--- src/rtl/bit_serial_sub_pkg.sv ---
// Shared types and constants for the bit-serial subtractor.
package bit_serial_sub_pkg;

  typedef enum logic [1:0] {
    IDLE = 2'd0,
    RUN  = 2'd1,
    DONE = 2'd2
  } sub_state_t;

  localparam int SUB_WIDTH_DEFAULT = 8;

endpackage

--- src/rtl/full_subtractor.sv ---
// Combinational full-subtractor cell: d = x - y - bin, bout = borrow out.
// Two half-subtractor stages whose borrows are OR-ed together.
module full_subtractor (
  input  logic x,
  input  logic y,
  input  logic bin,
  output logic d,
  output logic bout
);

  logic hs1_d;
  logic hs1_b;
  logic hs2_b;

  // First half-subtractor: x - y
  assign hs1_d = x ^ y;
  assign hs1_b = ~x & y;

  // Second half-subtractor: (x - y) - bin
  assign d     = hs1_d ^ bin;
  assign hs2_b = ~hs1_d & bin;

  assign bout  = hs1_b | hs2_b;

endmodule

--- src/rtl/bit_serial_subtractor.sv ---
// Bit-serial subtractor: diff = a - b, one bit per clock, LSB first.
// Operands arrive on a valid/ready handshake; the result is held behind a
// valid/ready handshake until the consumer takes it.
// Optional feature: define BIT_SERIAL_SUB_OVF_EN to add the signed overflow
// output ovf (and the operand sign capture that feeds it).
module bit_serial_subtractor
  import bit_serial_sub_pkg::*;
#(
  parameter int WIDTH = SUB_WIDTH_DEFAULT
) (
  input  logic             clk,
  input  logic             rst_n,
  input  logic             in_valid,
  output logic             in_ready,
  input  logic [WIDTH-1:0] a,
  input  logic [WIDTH-1:0] b,
  output logic             out_valid,
  input  logic             out_ready,
  output logic [WIDTH-1:0] diff,
  output logic             borrow
`ifdef BIT_SERIAL_SUB_OVF_EN
  ,
  output logic             ovf
`endif
);

  localparam int CNT_W = (WIDTH > 1) ? $clog2(WIDTH) : 1;
  localparam logic [CNT_W-1:0] LAST_BIT = CNT_W'(WIDTH - 1);

  sub_state_t       state_q;
  logic [WIDTH-1:0] a_sh_q;
  logic [WIDTH-1:0] b_sh_q;
  logic [WIDTH-1:0] diff_q;
  logic [WIDTH-1:0] diff_d;
  logic             br_q;
  logic [CNT_W-1:0] cnt_q;
  logic [CNT_W-1:0] cnt_d;
  logic             out_valid_q;
  logic             d_bit;
  logic             bout_bit;

`ifdef BIT_SERIAL_SUB_OVF_EN
  logic a_msb_q;
  logic b_msb_q;
  logic ovf_q;
`endif

  // The single subtractor cell works on the current LSB of each shifter.
  full_subtractor u_fs (
    .x    (a_sh_q[0]),
    .y    (b_sh_q[0]),
    .bin  (br_q),
    .d    (d_bit),
    .bout (bout_bit)
  );

  // Next-state datapath values used while in RUN.
  always_comb begin
    diff_d = {d_bit, diff_q[WIDTH-1:1]};
    cnt_d  = cnt_q + 1'b1;
  end

  // Control FSM and datapath registers; reset aborts any operation in flight.
  always_ff @(posedge clk or negedge rst_n) begin
    if (!rst_n) begin
      state_q     <= IDLE;
      a_sh_q      <= '0;
      b_sh_q      <= '0;
      diff_q      <= '0;
      br_q        <= 1'b0;
      cnt_q       <= '0;
      out_valid_q <= 1'b0;
`ifdef BIT_SERIAL_SUB_OVF_EN
      a_msb_q     <= 1'b0;
      b_msb_q     <= 1'b0;
      ovf_q       <= 1'b0;
`endif
    end else begin
      case (state_q)
        IDLE: begin
          if (in_valid) begin
            a_sh_q  <= a;
            b_sh_q  <= b;
            br_q    <= 1'b0;
            cnt_q   <= '0;
            state_q <= RUN;
`ifdef BIT_SERIAL_SUB_OVF_EN
            a_msb_q <= a[WIDTH-1];
            b_msb_q <= b[WIDTH-1];
            ovf_q   <= 1'b0;
`endif
          end
        end
        RUN: begin
          a_sh_q <= a_sh_q >> 1;
          b_sh_q <= b_sh_q >> 1;
          diff_q <= diff_d;
          br_q   <= bout_bit;
          cnt_q  <= cnt_d;
          if (cnt_q == LAST_BIT) begin
            state_q     <= DONE;
            out_valid_q <= 1'b1;
`ifdef BIT_SERIAL_SUB_OVF_EN
            // d_bit is the result MSB being shifted in on this final edge.
            ovf_q       <= (a_msb_q != b_msb_q) & (d_bit != a_msb_q);
`endif
          end
        end
        DONE: begin
          if (out_ready) begin
            state_q     <= IDLE;
            out_valid_q <= 1'b0;
          end
        end
        default: begin
          state_q     <= IDLE;
          out_valid_q <= 1'b0;
        end
      endcase
    end
  end

  // in_ready is decoded from state so it reads 1 throughout reset.
  assign in_ready  = (state_q == IDLE);
  assign out_valid = out_valid_q;
  assign diff      = diff_q;
  assign borrow    = br_q;
`ifdef BIT_SERIAL_SUB_OVF_EN
  assign ovf       = ovf_q;
`endif

endmodule

--- config.mk ---
export PLATFORM = sky130hd
export DESIGN_NAME = bit_serial_subtractor
export DESIGN_NICKNAME = d
export VERILOG_FILES = /design/src/rtl/bit_serial_sub_pkg.sv /design/src/rtl/full_subtractor.sv /design/src/rtl/bit_serial_subtractor.sv
export SDC_FILE = /design/constraint.sdc
export NUM_CORES = 1
export LEC_CHECK = 0
export ABC_CLOCK_PERIOD_IN_PS = 3000
export CELL_PAD_IN_SITES_DETAIL_PLACEMENT = 1
export CELL_PAD_IN_SITES_GLOBAL_PLACEMENT = 1
export CORE_MARGIN = 1
export CORE_UTILIZATION = 40
export CTS_BUF_LIST = sky130_fd_sc_hd__clkbuf_8 sky130_fd_sc_hd__clkbuf_16
export DETAILED_ROUTE_END_ITERATION = 8
export HOLD_SLACK_MARGIN = 0.06
export MAX_ROUTING_LAYER = met4
export PLACE_DENSITY = 0.87
export SLEW_MARGIN = 15
export SYNTH_ARGS = -nofsm -noshare
export SYNTH_HDL_FRONTEND = slang
export SYNTH_SLANG_ARGS = --single-unit
export TNS_END_PERCENT = 1
--- constraint.sdc ---
create_clock -name clk -period 3 [get_ports clk]
set_input_delay 0.75 -clock clk [delete_from_list [all_inputs] [get_ports clk]]
set_output_delay 0.75 -clock clk [all_outputs]
set_load 0.01 [all_outputs]
# Yosys cells after proc, flatten, opt, wreduce, memory -nomap -nowiden
# Cells that the tools add are included.
# op_classes
add_sub_neg	1
eq_ne	6
mux	15
bitwise	8
reduce_logical	5
# ops
operator	n
8-bit case mux with 2 select lines	2
8-bit two-way mux	2
2-bit two-way mux	3
2-bit != test (second input constant)	3
2-bit case mux with 3 select lines	1
3-bit case mux with 2 select lines	1
3-bit AND reduction	2
3-bit by 1-bit adder with 3-bit output (second input constant)	1
3-bit == test (second input constant)	1
1-bit two-way mux	3
3-bit two-way mux	1
1-bit inverter	3
1-bit case mux with 3 select lines	1
1-bit AND	2
2-bit by 1-bit == test with 1-bit output (second input constant)	1
2-bit == test (second input constant)	1
2-bit zero test	1
1-bit case mux with 2 select lines	1
2-bit AND reduction	1
2-bit nonzero test	1
1-bit XOR	2
1-bit bitwise OR	1
# totals
ff_bits	31
input_bits	20
out_inout_bits	11
wordCells	42

# Depth between registers and ports, before layout
# Gate-level depths: netlist (run 1).
# depth
depth_word	5
depth_mapped	5
ltp_nobuf	4

# Modules after synthesis
# From an unflattened synthesis (run 1), not the netlist that was laid out.
# hier_totals
cells_unflattened	134
hier_area_um2	1435.1
# by_module_without_submodules
module	instances	cells_each	area_per_inst_um2	seq_area_each_um2
bit_serial_subtractor	1	130	1403.8	775.7
full_subtractor	1	4	31.3	0.0

# Least setup slack after synthesis (run 1)
# Ideal clock, no wire load.
# synth_path
path_kind	reg2out
start	reg state_q[0]
end	out in_ready
t_arrival_ps	782
t_required_ps	2250
path_slack_ps	1468
path_stages_with_launch	3
n_path_buf	1
cell_sequence	dfrtp_1 > buf_4 > nor2_1
# synth_between
elab_chain_cells	1
# synth_lines
element	line_no	text
from (decl)	bit_serial_subtractor.sv:30	sub_state_t state_q;
from (signal assigned)	bit_serial_subtractor.sv:66	state_q <= IDLE;
from (signal assigned)	bit_serial_subtractor.sv:86	state_q <= RUN;
from (signal assigned)	bit_serial_subtractor.sv:101	state_q <= DONE;
2-bit zero test	bit_serial_subtractor.sv:124	assign in_ready = (state_q == IDLE);
to (decl)	bit_serial_subtractor.sv:14	output logic in_ready,
# No other way between the ends.

# Worst setup path after layout (run 1)
# Ends and elaborated chain as after synthesis.

==> results of run 1 <==
layout by cell type (no fill, tap or decap), drive strengths merged, types with 4 or more instances in the layout:
cell and instances:
nand2b 4, o22ai 20, clkbuf 7, dfrtp 31
nand2 27, nor2 4, clkdlybuf4s50 30, o21ai 7
a21oi 10, inv 4
per-stage QoR:
step	cells	power, mW	setup WS (ns)	cell area [µm²]	hold WS (ns)
final	207	1.87	0.617	1790	0.477
after global routing	207	2.02	0.534	1790	0.515
after CTS	207	1.89	0.609	1790	0.483
after detailed placement	199	1.51	0.588	1690	0.466
after global placement	199	1.44	0.736	1690	0.458
after floorplan	133	1.23	1.47	1380	0.454
cells by family (layout without fill, tap and decap cells):
| logic type | after synthesis | after routing | synth area share, % |
|---|---|---|---|
| AOI/OAI and AO/OA | 48 | 48 | 22.6 |
| adders and majority gates | 3 | 3 | 3.25 |
| and+or+nand+nor | 39 | 39 | 12.9 |
| buffers and inverters | 12 | 42 | 5.15 |
| DFF | 31 | 31 | 56.1 |
flip-flops by register name, indices dropped and copies added (netlist names):
signal     count
a_sh_q         8
b_sh_q         8
diff           8
cnt_q          3
state_q        2
borrow         1
out_valid      1
layer usage:
metal  global-route usage (%)  routed length, µm  up-vias
li1                         -                  -      531
met1                     31.7               1620      589
met2                     36.6               1780       20
met3                     4.48                 93        4
met4                     8.77                 55        0
met5                        -                  0        -
how the worst max path moves through the flow:
stage,start,end,slack (ns),cells past startpoint
after floorplan,state_q[0],in_ready,1.47,2
after detailed placement,in_valid,a_sh_q[3],0.59,4
after global routing,state_q[0],in_ready,0.53,2
final,state_q[0],in_ready,0.62,2
after CTS,state_q[0],in_ready,0.61,2
after global placement,in_valid,b_sh_q[1],0.74,4
tightest hold or removal path, cell delays in order, from the launching register on:
cell	delay [ns]
dfrtp_1	0.34
nand2_1	0.05
nand2_1	0.05
power by group through the flow:
stage / registers (mW) / clock network (mW) / logic [mW]
after floorplan: 0.745 / 0 / 0.486
after CTS: 0.775 / 0.370 / 0.743
final: 0.775 / 0.363 / 0.732
after detailed placement: 0.778 / 0 / 0.735
after global routing: 0.804 / 0.380 / 0.833
after global placement: 0.763 / 0 / 0.678
layout make-up:
cell class                 count  area (µm²)  area share (%)
sequential                    31         776            43.4
clock buffer                   7        96.3            5.39
timing repair buffer          31         308            17.2
inverter                       3        11.3           0.630
clock inverter                 1        3.75           0.210
multi-input combinational     90         537            30.0
tap                           44        55.1            3.08
==> reports/qor.txt, run 1 <==
Hold Crit Depth: 2
P_int: 1.18 mW
Setup CP Type: reg2out
CTS Sinks: 31
CP endpoint kind: output pin
Total Routing Usage GR: 23.9%
DRC: 0
HPWL after DPL: 2380 µm
Via count of the first global-routing pass: 1224
CTS tree: built
CTS buffer count: 5
Cells after Synth: 133
Worst-path clk slew: 0.07 ns
Setup violators final: 0
Post-synthesis net count: 156
Reg2reg start: state_q[0]
Die H: 60.8 µm
Max Cap Viol: 0
Antenna cell count: 0
FILL cells: 367
Hold-fix buffers at CTS: 0
Htree depth: 2
Netlist cell types: 25
Syn Std Cell Area: 0.00138 mm²
Wire per inst: 17.2 µm
Worst-Skew Late Latency: 0.28 ns
Final period util: 79.4%
Final hold vios: 0
R2R Setup Slk: 1.34 ns
Antenna viol nets, final: 0
Delay-heaviest family, CP: buffers and inverters
Site Rows: 20
Vias/cell: 5.53
Worst hold-check path type: reg2reg
Layout overhead on the synthesized area: 29.1%
Slowest CP cell: clkdlybuf4s50_1
Share of synthesized registers carrying an async set or reset: 100%
Top-count cell post-synth: dfrtp_1
Status: completed
CP Cell Sequence: nor2_1, clkdlybuf4s50_1
Setup_tns: 0 ns
FF-to-FF End: a_sh_q[2]
Flop pwr share: 41.4%
GRT overflow: 0
NetSw: 0.694 mW
R2r worst-path depth: 2
Slew Limit Fails: 0
Tmin final: 2.38 ns
Maximum vdd drop: 0.510 mV
Arr. time, crit path: 1.63 ns
Pwr dens: 1050 mW/mm²
Post-synth top flop: dfrtp_1
Max-slew headroom: 51.1%
Gate power share: 39.1%
Worst Tran Pin Value: 0.732 ns
Pre-antenna DRT Iters: 3
Flops & latches, synth: 31
Switching Fraction: 37.1%
Die area: 0.00370 mm²
Post-synth EDFFs: 0
# IOs: 31
DRT iter0 DRCs: 31
Synth top area cells: dfrtp_1 (56%), o22ai_1 (9.0%), nand2_1 (7.3%)
Antenna violations before repair: 0
Initial cell density of the core: 43.5%
Largest net degree at the start of global routing: 32
First-pass GRT wire length: 6030 µm
Synth area leader: dfrtp_1
Hold Path End: diff[0]
Clock share of power: 19.4%
CP Launch Type: flip-flop
Total Routed Length: 3560 µm
Buf/Inv on CP: 1
RSZ-0062 raised after global routing: false
CTS Buffer Depth: 2
Skew final: 0.00740 ns
Delay of the slowest critical-path stage: 0.57 ns
NumNets Final: 185
Vias: 1144
Core area: 0.00318 mm²
Seq/Total Area, Yosys: 56.1%
Layout cells sized above 1: 8.59%
Synth cell count leaders: dfrtp_1 (31), nand2_1 (27), o22ai_1 (20), a21oi_1 (10), o21ai_0 (7)
Setup Buffers After CTS: 0
Post-synth top area share: 56.1%
Clock Root Buffer: clkbuf_8
Die X-Extent: 60.8 µm
Worst Path Max Fanout: 13
Syn_area_per_cell: 10.4 µm²
Routability congestion estimate: 0.726
Synthesis Warnings: 0
Layout Utilization: 56.2%
Maximum clock rate: 420 MHz
Resize count post-CTS: 0
I/O Buffers: 30
Worst EP required: 2.25 ns
Leakage: 0.777 nW
Hold Startpoint: diff[0]
Power figures use the tool's default switching activity.
==> run 2: changes to the inputs <==
ABC_CLOCK_PERIOD_IN_PS = 1900   (was 3000)
CORE_UTILIZATION = 34   (was 40)
PLACE_DENSITY = 0.79   (was 0.87)
clock period = 1.9 ns   (was 3 ns; I/O delays follow)
==> reports/qor.txt, run 2 (synthesized netlist as in run 1, its figures left out) <==
Setup violators final: 0
P_int: 1.87 mW
Worst hold-check path type: reg2reg
Most frequent cells in the layout: dfrtp_1 (31), clkdlybuf4s50_1 (30), nand2_1 (27)
NetSw: 1.05 mW
Site Rows: 22
Antenna violations before repair: 0
# IOs: 31
Maximum vdd drop: 0.624 mV
Antenna cell count: 0
Htree depth: 2
NumNets Final: 191
Setup_tns: 0 ns
CTS Buffer Depth: 2
Maximum clock rate: 540 MHz
Antenna viol nets, final: 0
Arr. time, crit path: 1.38 ns
Total Routed Length: 3270 µm
Buf/Inv on CP: 1
Worst Path Max Fanout: 3
PnR Total Power: 2.92 mW
Final hold vios: 0
Routability congestion estimate: 0.793
Skew final: 0.00266 ns
CTS Sinks: 31
Die X-Extent: 65.8 µm
Die area: 0.00433 mm²
Hold Crit Depth: 2
Pre-antenna DRT Iters: 4
RSZ-0062 raised after global routing: false
Worst-Skew Late Latency: 0.27 ns
Final WS setup: 0.0488 ns
Vias: 1133
Via count of the first global-routing pass: 1214
Total Routing Usage GR: 17.6%
Layout overhead on the synthesized area: 32.0%
Worst-path clk slew: 0.06 ns
Core area: 0.00377 mm²
Switching Fraction: 35.9%
Commonest non-fill, non-tap cell in the layout: dfrtp_1
Setup CP Type: reg2out
GRT overflow: 0
CP Launch Type: flip-flop
Tmin final: 1.85 ns
CP Cell Sequence: nor2_2, clkdlybuf4s50_1
Delay of the slowest critical-path stage: 0.56 ns
Flop pwr share: 40.3%
DP Worst Slack: 0.135 ns
Setup Buffers After CTS: 0
Largest net degree at the start of global routing: 32
Layout cells sized above 1: 12.5%
CP endpoint kind: output pin
Delay-heaviest family, CP: buffers and inverters
Slowest CP cell: clkdlybuf4s50_1
Hold-fix buffers at CTS: 0
Initial cell density of the core: 36.7%
HPWL after DPL: 2370 µm
Slew Limit Fails: 0
Worst Tran Pin Value: 0.446 ns
I/O Buffers: 30
Clock Root Buffer: clkbuf_8
Status: completed
Gate power share: 42.2%
Clock share of power: 17.5%
Area post-placement: 0.00174 mm²
# placed instances: 209
R2R Setup Slk: 0.47 ns
CTS tree: built
CP Depth: 2
Final period util: 97.4%
DRT iter0 DRCs: 52
DRC: 0
R2r worst-path depth: 5
Wire per inst: 15.1 µm
Pwr dens: 1600 mW/mm²
Final instance area: 0.00183 mm²
Cell Count, Final, Fillers Out: 216
First-pass GRT wire length: 5560 µm
CTS buffer count: 5
Vias/cell: 5.25
Leakage: 0.798 nW
Max-slew headroom: 70.3%
Worst EP required: 1.42 ns
Die H: 65.8 µm
Max Cap Viol: 0
Resize count post-CTS: 1
## run 2: cell count changes in the layout (fill, tap and decap cells not counted), sizes merged
| cell | previous run | this run |
|---|---|---|
| clkinv | 0 | 1 |
| buf | 1 | 7 |
| clkbuf | 7 | 6 |
| inv | 4 | 3 |
## run 2: stage by stage
stage / util (%) / hold WS [ns]
final: 48.4 / 0.476
after floorplan: - / 0.179
after CTS: 48.4 / 0.484
after global placement: 46.1 / 0.459
after detailed placement: 46.1 / 0.469
after global routing: 48.4 / 0.516
## run 2: metal layers
metal / GRT usage, % / wire (µm) / share of wire, %
met5: - / 0 / 0
met4: 7.34 / 57 / 1.7
met3: 3.10 / 112 / 3.4
met2: 29.0 / 1610 / 49
met1: 21.3 / 1500 / 46
## run 2: final timing paths
check	from	to
worst max-delay path	state_q[0]	in_ready
worst min-delay path	diff[0]	diff[0]
worst max register to register	state_q[1]	diff[7]
worst min register to register	diff[0]	diff[0]
max in group asynchronous	rst_n	out_valid
min in group asynchronous	rst_n	b_sh_q[6]
## run 2: power by group through the flow
stage               Sequential [mW]  Combinational (mW)  Clock [mW]
floorplan                      1.18               0.768           0
global placement               1.17                1.19           0
detailed placement             1.19                1.24           0
CTS                            1.18                1.25       0.526
global route                   1.22                1.37       0.550
finish                         1.18                1.23       0.512
## run 2: cell type report
class	count	area (µm²)
Clock buffer	6	82.6
Sequential cell	31	776
Clock inverter	1	5.00
Multi-Input combinational cell	90	539
Tap cell	48	60.1
Inverter	3	11.3
Timing Repair Buffer	37	353
Fill cell	422	1940
## run 2: worst register-to-register path, delay by kind of cell (launching register included)
family | cells | cell delay (ns)
simple gates | 2 | 0.40
compound gates | 1 | 0.07
flops | 1 | 0.40
buf+inv | 2 | 0.46
==> run 3: changes to the inputs <==
CTS_CLUSTER_SIZE = 12   (was unset)
==> results of run 3 <==
Same layout as run 2: the final DEF is identical, and so are final timing and power.
